===== src/rtl/sram_arbiter.sv =====
// sram_arbiter: instruction/data two-master arbiter onto one SRAM-like bus, one transaction in flight.
// Define ARB_RR_EN for round-robin arbitration on contention; default build uses fixed data-side priority.
module sram_arbiter #(
   parameter int DW = 32
) (
   input  logic          clk,
   input  logic          reset,

   input  logic          inst_req,
   input  logic          inst_wr,
   input  logic [1:0]    inst_size,
   input  logic [DW-1:0] inst_addr,
   input  logic [3:0]    inst_wstrb,
   input  logic [DW-1:0] inst_wdata,
   output logic          inst_addr_ok,
   output logic          inst_data_ok,
   output logic [DW-1:0] inst_rdata,

   input  logic          data_req,
   input  logic          data_wr,
   input  logic [1:0]    data_size,
   input  logic [DW-1:0] data_addr,
   input  logic [3:0]    data_wstrb,
   input  logic [DW-1:0] data_wdata,
   output logic          data_addr_ok,
   output logic          data_data_ok,
   output logic [DW-1:0] data_rdata,

   output logic          bus_req,
   output logic          bus_wr,
   output logic [1:0]    bus_size,
   output logic [DW-1:0] bus_addr,
   output logic [3:0]    bus_wstrb,
   output logic [DW-1:0] bus_wdata,
   input  logic          bus_addr_ok,
   input  logic          bus_data_ok,
   input  logic [DW-1:0] bus_rdata
);

   typedef enum logic [1:0] {IDLE = 2'd0, REQ = 2'd1, WAIT = 2'd2} state_t;

   state_t state;
   state_t state_next;
   logic   owner;       // 1: the data side owns the in-flight transaction
   logic   grant;
   logic   grant_data;

`ifdef ARB_RR_EN
   logic   last_data;   // 1: the most recent grant went to the data side
   // On contention the side that was not granted last wins.
   assign grant_data = data_req && (!inst_req || !last_data);
`else
   assign grant_data = data_req;
`endif

   assign inst_rdata = bus_rdata;
   assign data_rdata = bus_rdata;

   // State register.
   always_ff @(posedge clk or posedge reset) begin
      if (reset) begin
         state <= IDLE;
      end else begin
         state <= state_next;
      end
   end

   // Next state plus the combinational accept/completion strobes; all strobes held low during reset.
   always_comb begin
      state_next   = state;
      grant        = 1'b0;
      inst_addr_ok = 1'b0;
      data_addr_ok = 1'b0;
      inst_data_ok = 1'b0;
      data_data_ok = 1'b0;
      if (reset) begin
         state_next = IDLE;
      end else begin
         case (state)
            IDLE: begin
               if (inst_req || data_req) begin
                  grant        = 1'b1;
                  inst_addr_ok = !grant_data;
                  data_addr_ok = grant_data;
                  state_next   = REQ;
               end else begin
                  state_next = IDLE;
               end
            end
            REQ: begin
               if (bus_addr_ok) begin
                  state_next = WAIT;
               end else begin
                  state_next = REQ;
               end
            end
            WAIT: begin
               // Completion is only honoured here; earlier bus_data_ok pulses are ignored.
               if (bus_data_ok) begin
                  inst_data_ok = !owner;
                  data_data_ok = owner;
                  state_next   = IDLE;
               end else begin
                  state_next = WAIT;
               end
            end
            default: begin
               state_next = IDLE;
            end
         endcase
      end
   end

   // Bus request registers: latched from the winner on grant, request dropped once the bus accepts.
   always_ff @(posedge clk or posedge reset) begin
      if (reset) begin
         bus_req   <= 1'b0;
         bus_wr    <= 1'b0;
         bus_size  <= 2'd0;
         bus_addr  <= {DW{1'b0}};
         bus_wstrb <= 4'd0;
         bus_wdata <= {DW{1'b0}};
         owner     <= 1'b1;
`ifdef ARB_RR_EN
         last_data <= 1'b0;
`endif
      end else begin
         if (grant) begin
            bus_req   <= 1'b1;
            bus_wr    <= grant_data ? data_wr    : inst_wr;
            bus_size  <= grant_data ? data_size  : inst_size;
            bus_addr  <= grant_data ? data_addr  : inst_addr;
            bus_wstrb <= grant_data ? data_wstrb : inst_wstrb;
            bus_wdata <= grant_data ? data_wdata : inst_wdata;
            owner     <= grant_data;
`ifdef ARB_RR_EN
            last_data <= grant_data;
`endif
         end else if (state == REQ && bus_addr_ok) begin
            bus_req <= 1'b0;
         end else begin
            bus_req <= bus_req;
         end
      end
   end

endmodule


===== config.mk =====
export PLATFORM = sky130hd
export DESIGN_NAME = sram_arbiter
export DESIGN_NICKNAME = d
export VERILOG_FILES = /design/src/rtl/sram_arbiter.sv
export SDC_FILE = /design/constraint.sdc
export NUM_CORES = 1
export LEC_CHECK = 0
export ABC_AREA = 1
export CORE_AREA = 2 2 125 127
export CTS_CLUSTER_DIAMETER = 40
export DETAILED_ROUTE_END_ITERATION = 7
export DIE_AREA = 0 0 127 129
export GPL_TIMING_DRIVEN = 0
export PLACE_DENSITY = 0.7
export SLEW_MARGIN = 20
export SYNTH_ARGS = -nofsm -noshare
export SYNTH_HDL_FRONTEND = slang
export SYNTH_SLANG_ARGS = --single-unit

===== constraint.sdc =====
create_clock -name clk -period 2.7 [get_ports clk]
set_input_delay 0.27 -clock clk [delete_from_list [all_inputs] [get_ports clk]]
set_output_delay 0.27 -clock clk [all_outputs]
set_load 0.01 [all_outputs]

Word-level counts from Yosys, hierarchy flattened
Cells that the tools add are included.
Word-level totals
  flip-flop bits (word level): 75
  input bits: 180
  output and inout port bits: 140
Operators by class
  equal/unequal tests: 2
  multiplexer cells: 27
  reduce and logical (&&, ||, !) cells: 6
Operators with widths (number)
  32-bit two-way mux: 2
  1-bit two-way mux: 19
  2-bit two-way mux: 4
  2-bit one-hot mux with 3 select lines: 1
  4-bit two-way mux: 1
  2-bit by 1-bit equality test with 1-bit output, second input constant: 1
  2-bit equality test, second input constant: 1
  1-bit zero test: 2
  2-bit zero test: 1
  2-bit nonzero test: 1
  1-bit logical AND: 1
  1-bit logical OR: 1

Logic depth before layout (Yosys ltp)
Gate-level depths: netlist of the first run.
  depth in word-level cells: 5
  gate-level depth with buffers: 7

Least setup slack after synthesis of the first run
No wires, ideal clock.
  path kind: input-to-reg
  from: input port reset
  to: register bus_wdata[0]
  arrival time: 1780 ps
  path slack: 850 ps
  cell stages on the path: 5
  path buffers: 2
  path through: inv_1 -> buf_2 -> buf_2 -> nand3_1 -> nand2_1
Between the ends
  cells in the longest elaborated chain, start to end: 1
RTL lines
  start: declaration: line 7  | input logic reset,
  1-bit two-way mux: line 76  | if (reset) begin
  end signal: assignment: line 122  | bus_wdata <= {DW{1'b0}};
  end signal: assignment: line 134  | bus_wdata <= grant_data ? data_wdata : inst_wdata;
  end: declaration: line 34  | output logic [DW-1:0] bus_wdata,
No other way between the ends.
A chain may end at the register's enable or synchronous reset.

Final worst setup path of the first run
  from: input port data_req
  to: output port inst_addr_ok
Between the ends
  cells in the longest elaborated chain, start to end: 4
  elaborated cells on any way between the ends: 5
  classes of those cells: 3 x mux; 2 x reduce/logical
RTL lines
  start: declaration: line 19  | input logic data_req,
  1-bit zero test or 1-bit logical OR (tied branches): line 83, 81
  1-bit two-way mux (*): line 81  | if (inst_req || data_req) begin
  1-bit two-way mux (*): line 79  | case (state)
  1-bit two-way mux (*): line 76
  end: declaration: line 15  | output logic inst_addr_ok,
Mark *: on every way between the ends. The rest lies on a longest branch, timed or not.

==> tab_implementation.tex, run 1 <==
\begin{tabular}{lr}
\hline
Metric & Value \\
\hline
\multicolumn{2}{l}{\textbf{CTS}} \\
TritonCTS clock tree & done \\
H-tree levels & 3 \\
Hold buffers post-CTS & 0 \\
Root Driver & sky130\_fd\_sc\_hd\_\_clkbuf\_16 \\
TritonCTS sink count & 75 \\
Maximum clock insertion buffer count & 2 \\
Clock Pin Slew Worst Setup and Hold Paths & 0.05 ns \\
Post\_cts resized & 0 \\
Later-pin clock latency in the skew report & 0.34 ns \\
Number of buffers added by the clock tree synthesis step & 9 \\
Post-CTS setup buffer count & 0 \\
\multicolumn{2}{l}{\textbf{Yosys}} \\
Average cell area after synthesis & 6.95 µm² \\
Number of storage elements in the synthesis netlist & 75 \\
Syn nets & 812 \\
Synthesized instance count & 632 \\
Synth Cell Area & 4390 µm² \\
Warnings from Yosys & 0 \\
Distinct cell type count of the synthesized netlist & 17 \\
Sequential share of the synthesized area & 0.427 \\
\multicolumn{2}{l}{\textbf{Cells and area}} \\
Layout cells sized above 1 & 0.126 \\
Antenna diode count & 0 \\
Commonest non-fill, non-tap cells in the layout & 363 x sky130\_fd\_sc\_hd\_\_nand2\_1, 287 x sky130\_fd\_sc\_hd\_\_clkdlybuf4s50\_1, 76 x sky130\_fd\_sc\_hd\_\_nand3\_1, 74 x sky130\_fd\_sc\_hd\_\_dfrtp\_1, 73 x sky130\_fd\_sc\_hd\_\_buf\_4 \\
Area added between synthesis and finish & 77.9\% \\
Fill cell count & 1462 \\
Final non-filler cell total & 1124 \\
Commonest non-fill, non-tap cell in the layout & sky130\_fd\_sc\_hd\_\_nand2\_1 \\
Number of nets in the layout & 1111 \\
Fraction of the core area covered by cells at the end of the flow & 0.522 \\
Post-route cell area & 7820 µm² \\
\multicolumn{2}{l}{\textbf{Worst setup path}} \\
Worst reg-to-reg setup slack & 1.34 ns \\
Worst Reg-to-Reg Cells & 6 \\
R2r startpoint & state[1] \\
Crit path max fanout & 10 \\
Classification of the worst setup path & primary input to primary output \\
WP data arrival & 2.18 ns \\
Critical path launch point & data\_req \\
Req. time, crit path & 2.43 ns \\
CP endpoint kind & primary output \\
Startpoint types & primary input \\
Reg-to-reg endpoint & bus\_wdata[29] \\
\multicolumn{2}{l}{\textbf{Min path}} \\
Launch point of the worst hold path & bus\_wdata[14] \\
Worst hold path cell count & 2 \\
Hold Crit Class & flop to flop \\
Destination of the worst hold path & bus\_wdata[14] \\
\multicolumn{2}{l}{\textbf{Timing}} \\
Post-route setup TNS & 0 ns \\
Unrepaired setup endpoints after global routing & false \\
Max-slew violation total from the final report & 0 \\
Clock Skews & 0.00578 ns \\
Number of setup violations in the final report & 0 \\
Final critical path time including I/O delays and setup & 2.45 ns \\
Slew at the pin closest to its max-slew limit & 0.518 ns \\
Final hold violations & 0 \\
Worst-case headroom to the max-slew limit & 0.655 \\
Post-route fraction of the period consumed by the critical path & 0.909 \\
Achievable frequency & 407 MHz \\
\multicolumn{2}{l}{\textbf{Global routing}} \\
Final global-route overflow total & 0 \\
Combined global-route utilization of all metal layers & 0.185 \\
Number of antenna violations at the first check in global routing & 0 \\
Largest net degree at the start of global routing & 48 \\
Number of global-route vias before repair & 4715 \\
Wire length of the first global-routing pass & 23.7 mm \\
\multicolumn{2}{l}{\textbf{Place}} \\
RD Place Congestion & 0.796 \\
DP HPWL & 12.2 mm \\
Quantity of I/O buffers inserted on ports & 287 \\
Standard cell area after detailed placement & 7530 µm² \\
Number of placed cells counting well taps & 1108 \\
\multicolumn{2}{l}{\textbf{Pwr}} \\
Worst-case vdd ir drop & 271 µV \\
Static leakage power & 3.94 nW \\
Power per standard cell area & 557 nW/µm² \\
Overall power after layout & 4.36 mW \\
\multicolumn{2}{l}{\textbf{Floorplanning}} \\
Ports & 320 \\
Effective utilization at floorplan & 0.293 \\
Std cell rows & 45 \\
DIE WIDTH & 127 µm \\
Core region area & 15000 µm² \\
Vertical die dimension & 129 µm \\
Die footprint & 16400 µm² \\
\multicolumn{2}{l}{\textbf{Detailed routing}} \\
Total Routed Length & 15.7 mm \\
Post-DRT Antenna Nets & 0 \\
Detailed Route Iter0 Violations & 153 \\
First-pass detailed-route iteration total & 4 \\
Ratio of routed vias to standard cells & 4.35 \\
Routed length per placed instance & 14.0 µm \\
Total via count after detailed routing & 4894 \\
DRC violation count after routing & 0 \\
\multicolumn{2}{l}{\textbf{Flow run}} \\
Reported max-cap violation count & 0 \\
\multicolumn{2}{l}{\textbf{Run status}} \\
Outcome & complete, no violations \\
\hline
\end{tabular}
[registers in the layout (all words and copies together) (netlist names)]
name	flops
bus_wdata	32
bus_wr	1
bus_wstrb	4
bus_size	2
bus_req	1
owner	1
state	2
bus_addr	32
[power by group]
group,internal (mW),switching [mW],total (mW)
sequential,1.38,0.143,1.53
clock,0.696,0.461,1.16
combinational,0.952,0.721,1.67
total,3.03,1.32,4.36
[layer usage]
layer | global-route usage | part of all wire
met1 | 0.226 | 0.42
met2 | 0.316 | 0.48
met3 | 0.0474 | 0.079
met4 | 0.0659 | 0.018
met5 | 0 | 0
[cell usage after synthesis]
library cell                 n  share of area
sky130_fd_sc_hd__nand2_1   363           0.31
sky130_fd_sc_hd__nand3_1    76          0.087
sky130_fd_sc_hd__dfrtp_1    74           0.42
sky130_fd_sc_hd__buf_4      72           0.12
sky130_fd_sc_hd__buf_2      23          0.026
sky130_fd_sc_hd__clkbuf_1    7         0.0060
sky130_fd_sc_hd__inv_2       4         0.0034
sky130_fd_sc_hd__inv_1       3         0.0026
sky130_fd_sc_hd__nor2_2      2         0.0028
sky130_fd_sc_hd__a21oi_1     1         0.0011
sky130_fd_sc_hd__dfstp_2     1         0.0060
sky130_fd_sc_hd__nand3b_1    1         0.0017
sky130_fd_sc_hd__nor2_1      1        0.00085
sky130_fd_sc_hd__nor2_8      1         0.0046
sky130_fd_sc_hd__nor3_1      1         0.0011
sky130_fd_sc_hd__nor4_1      1         0.0014
sky130_fd_sc_hd__o21ai_1     1         0.0011
[metrics by stage]
stage,setup WS (ns),hold slack (ns)
finish,0.245,0.474
global route,0.136,0.490
CTS,0.225,0.475
detailed placement,0.227,0.465
global placement,-0.447,0.461
floorplan,0.850,0.333
[worst max path at each step]
stage                   endpoint  slack, ns  cells past startpoint
finish              inst_addr_ok       0.25                      6
global route        inst_addr_ok       0.14                      6
CTS                 inst_addr_ok       0.23                      6
detailed placement  inst_addr_ok       0.23                      6
global placement    bus_wdata[4]      -0.45                      6
floorplan           bus_wdata[0]       0.85                      5
[cell type report]
cell class,instances,area (µm²),share of cell area
Clock inverter,2,10.0,0.00128
Clock buffer,14,274,0.0351
Inverter,7,26.3,0.00336
Tap cell,188,235,0.0301
Sequential cell,75,1880,0.240
Buffer,102,684,0.0876
Timing Repair Buffer,288,2900,0.371
Multi-Input combinational cell,448,1810,0.231
[worst max-delay path, cell delays in order]
cell and delay, ns:
sky130_fd_sc_hd__clkdlybuf4s50_1 0.43, sky130_fd_sc_hd__inv_2 0.25, sky130_fd_sc_hd__clkbuf_1 0.40, sky130_fd_sc_hd__nand3_1 0.13, sky130_fd_sc_hd__nor2_1 0.12, sky130_fd_sc_hd__clkdlybuf4s50_1 0.58
[cell families after synthesis]
kind of cell | count (synthesis) | synth area share
simple gates | 446 | 0.409
buf+inv | 109 | 0.161
flops | 75 | 0.427
compound gates | 2 | 0.00228
Note: power is estimated with default switching activity, not from simulation.
==> run 2, diff against run 1 <==
PLACE_DENSITY = default   (was 0.7)
PLACE_DENSITY_LB_ADDON = 0.12   (was default)
==> tab_implementation.tex, run 2 (synthesized netlist as in run 1, its figures left out) <==
\begin{tabular}{lr}
\hline
Metric & Value \\
\hline
\multicolumn{2}{l}{\textbf{Timing}} \\
Final critical path time including I/O delays and setup & 2.48 ns (+0.0202 ns) \\
Slew at the pin closest to its max-slew limit & 0.527 ns (+0.00950 ns) \\
Max-slew violation total from the final report & 0 (unchanged) \\
Post-layout worst setup margin & 0.225 ns (-0.0202 ns) \\
Post-route fraction of the period consumed by the critical path & 0.917 (+0.00750) \\
Worst-case headroom to the max-slew limit & 0.649 (-0.00633) \\
Achievable frequency & 404 MHz (-0.82\%) \\
Clock Skews & 0.00524 ns (-0.000544 ns) \\
Unrepaired setup endpoints after global routing & false \\
Number of setup violations in the final report & 0 (unchanged) \\
Final hold violations & 0 (unchanged) \\
\multicolumn{2}{l}{\textbf{Pwr}} \\
Part of the power in combinational logic & 0.367 (-0.017) \\
Overall power after layout & 4.52 mW (+3.8\%) \\
Clock power frac & 0.295 (+0.029) \\
Part of the power in registers & 0.338 (-0.013) \\
Switching power share of the total & 0.293 (-0.0107) \\
Switching Power & 1.33 mW (+0.12\%) \\
Power per standard cell area & 575 nW/µm² (+3.2\%) \\
Total internal power & 3.19 mW (+5.4\%) \\
Static leakage power & 3.96 nW (+0.41\%) \\
Worst-case vdd ir drop & 289 µV (+6.8\%) \\
\multicolumn{2}{l}{\textbf{Cells and area}} \\
Number of nets in the layout & 1111 (unchanged) \\
Layout cells sized above 1 & 0.127 (+0.00107) \\
Area of the multi-input gates & 1810 µm² (unchanged) \\
Post-route cell area & 7860 µm² (+0.58\%) \\
Area added between synthesis and finish & 78.9\% \\
Final non-filler cell total & 1124 (unchanged) \\
Sequential cell area & 1880 µm² (unchanged) \\
Antenna diode count & 0 (unchanged) \\
Fraction of the core area covered by cells at the end of the flow & 0.525 (+0.00301) \\
Fill cell count & 1487 (+1.7\%) \\
Commonest non-fill, non-tap cell in the layout & sky130\_fd\_sc\_hd\_\_nand2\_1 \\
Largest regs & bus\_addr x32, bus\_wdata x32, bus\_wstrb x4 \\
Commonest non-fill, non-tap cells in the layout & 363 x sky130\_fd\_sc\_hd\_\_nand2\_1, 287 x sky130\_fd\_sc\_hd\_\_clkdlybuf4s50\_1, 76 x sky130\_fd\_sc\_hd\_\_nand3\_1, 74 x sky130\_fd\_sc\_hd\_\_dfrtp\_1, 73 x sky130\_fd\_sc\_hd\_\_buf\_4 \\
\multicolumn{2}{l}{\textbf{Worst setup path}} \\
Worst-path cell chain & clkdlybuf4s50\_1 > inv\_2 > clkbuf\_1 > nand3\_1 > nor2\_1 > clkdlybuf4s50\_1 \\
Critical path launch point & data\_req \\
Maximum single-stage delay on the critical path & 0.59 ns (about the same) \\
Startpoint types & primary input \\
Crit path max fanout & 10 (unchanged) \\
Req. time, crit path & 2.43 ns (about the same) \\
CP endpoint kind & primary output \\
R2r startpoint & state[1] \\
WP data arrival & 2.21 ns (+0.03 ns) \\
Cell with the biggest individual delay on the critical path & sky130\_fd\_sc\_hd\_\_clkdlybuf4s50\_1 \\
Critical path's most frequent cell & sky130\_fd\_sc\_hd\_\_clkdlybuf4s50\_1 \\
Classification of the worst setup path & primary input to primary output \\
\multicolumn{2}{l}{\textbf{Place}} \\
RD Place Congestion & 0.750 (-5.8\%) \\
Number of placed cells counting well taps & 1108 (unchanged) \\
Standard cell area after detailed placement & 7530 µm² (unchanged) \\
Post-place setup slack & 0.213 ns (-0.0139 ns) \\
Quantity of I/O buffers inserted on ports & 287 (unchanged) \\
DP HPWL & 11.8 mm (-3.4\%) \\
\multicolumn{2}{l}{\textbf{Global routing}} \\
Wire length of the first global-routing pass & 23.7 mm (+0.23\%) \\
Number of antenna violations at the first check in global routing & 0 (unchanged) \\
Combined global-route utilization of all metal layers & 0.184 (-0.000573) \\
Largest net degree at the start of global routing & 48 (unchanged) \\
Final global-route overflow total & 0 (unchanged) \\
Number of global-route vias before repair & 4685 (-0.64\%) \\
\multicolumn{2}{l}{\textbf{Floorplanning}} \\
Ports & 320 (unchanged) \\
Effective utilization at floorplan & 0.293 (unchanged) \\
Vertical die dimension & 129 µm (unchanged) \\
Core region area & 15000 µm² (unchanged) \\
DIE WIDTH & 127 µm (unchanged) \\
Die footprint & 16400 µm² (unchanged) \\
Std cell rows & 45 (unchanged) \\
\multicolumn{2}{l}{\textbf{Detailed routing}} \\
DRC violation count after routing & 0 (unchanged) \\
Routed length per placed instance & 13.6 µm (-2.5\%) \\
Total via count after detailed routing & 4803 (-1.9\%) \\
Total Routed Length & 15.3 mm (-2.5\%) \\
First-pass detailed-route iteration total & 4 (unchanged) \\
Post-DRT Antenna Nets & 0 (unchanged) \\
Ratio of routed vias to standard cells & 4.27 (-1.9\%) \\
Detailed Route Iter0 Violations & 189 (+24\%) \\
\multicolumn{2}{l}{\textbf{CTS}} \\
TritonCTS clock tree & done \\
TritonCTS sink count & 75 (unchanged) \\
Root Driver & sky130\_fd\_sc\_hd\_\_clkbuf\_16 \\
Number of buffers added by the clock tree synthesis step & 9 (unchanged) \\
Post\_cts resized & 0 (unchanged) \\
Post-CTS setup buffer count & 0 (unchanged) \\
Hold buffers post-CTS & 0 (unchanged) \\
Clock Pin Slew Worst Setup and Hold Paths & 0.06 ns (about the same) \\
Later-pin clock latency in the skew report & 0.34 ns (about the same) \\
Maximum clock insertion buffer count & 2 (unchanged) \\
H-tree levels & 3 (unchanged) \\
\multicolumn{2}{l}{\textbf{Flow run}} \\
Reported max-cap violation count & 0 (unchanged) \\
\multicolumn{2}{l}{\textbf{Run status}} \\
Outcome & complete, no violations \\
\multicolumn{2}{l}{\textbf{Min path}} \\
Launch point of the worst hold path & bus\_addr[28] \\
Hold Crit Class & flop to flop \\
\hline
\end{tabular}
## run 2: cell types whose count changed in the layout (fill, tap and decap cells not counted), sizes merged
cell and delta:
clkinv -1, clkbuf -2, clkinvlp +1, bufinv +2
## run 2: critical path: cells and delay by family
kind,cells,cell delay [ns]
simple gates,2,0.24
buf+inv,4,1.69
## run 2: final cells by class
cell class                      count  area share
Timing Repair Buffer              288       0.369
Buffer                            102      0.0871
Tap cell                          188      0.0299
Clock inverter                      4     0.00923
Inverter                            7     0.00334
Sequential cell                    75       0.239
Multi-Input combinational cell    448       0.230
Clock buffer                       12      0.0326
## run 2: per-stage QoR
step           setup TNS [ns]  hold WS, ns
3_5_place_dp                0        0.464
2_1_floorplan               0        0.333
3_3_place_gp           -29.37        0.460
5_1_grt                     0        0.493
4_1_cts                     0        0.479
6_report                    0        0.474
## run 2: final timing paths
kind / end / slack, ns / cells past startpoint
worst min register to register: bus_addr[28] / 0.47 / 2
min in group asynchronous: bus_wdata[30] / 0.86 / 4
worst min-delay path: bus_addr[28] / 0.47 / 2
worst max-delay path: inst_addr_ok / 0.22 / 6
worst max register to register: bus_addr[5] / 1.34 / 6
max in group asynchronous: owner / 1.20 / 5
## run 2: per-layer routing
metal  global-route usage  up-vias  routed length [µm]
met3               0.0557       16                1180
met2                0.311      189                7370
met4               0.0627        0                 252
met5                    0        -                   0
li1                     -     2486                   -
met1                0.225     2112                6490
## run 2: power by group through the flow
stage          logic (mW)  clock network, mW  registers, mW
2_1_floorplan       0.559                  0           1.66
3_3_place_gp         1.68                  0           1.54
3_5_place_dp         1.68                  0           1.54
4_1_cts              1.69               1.36           1.53
5_1_grt              1.81               1.42           1.56
6_report             1.66               1.33           1.53
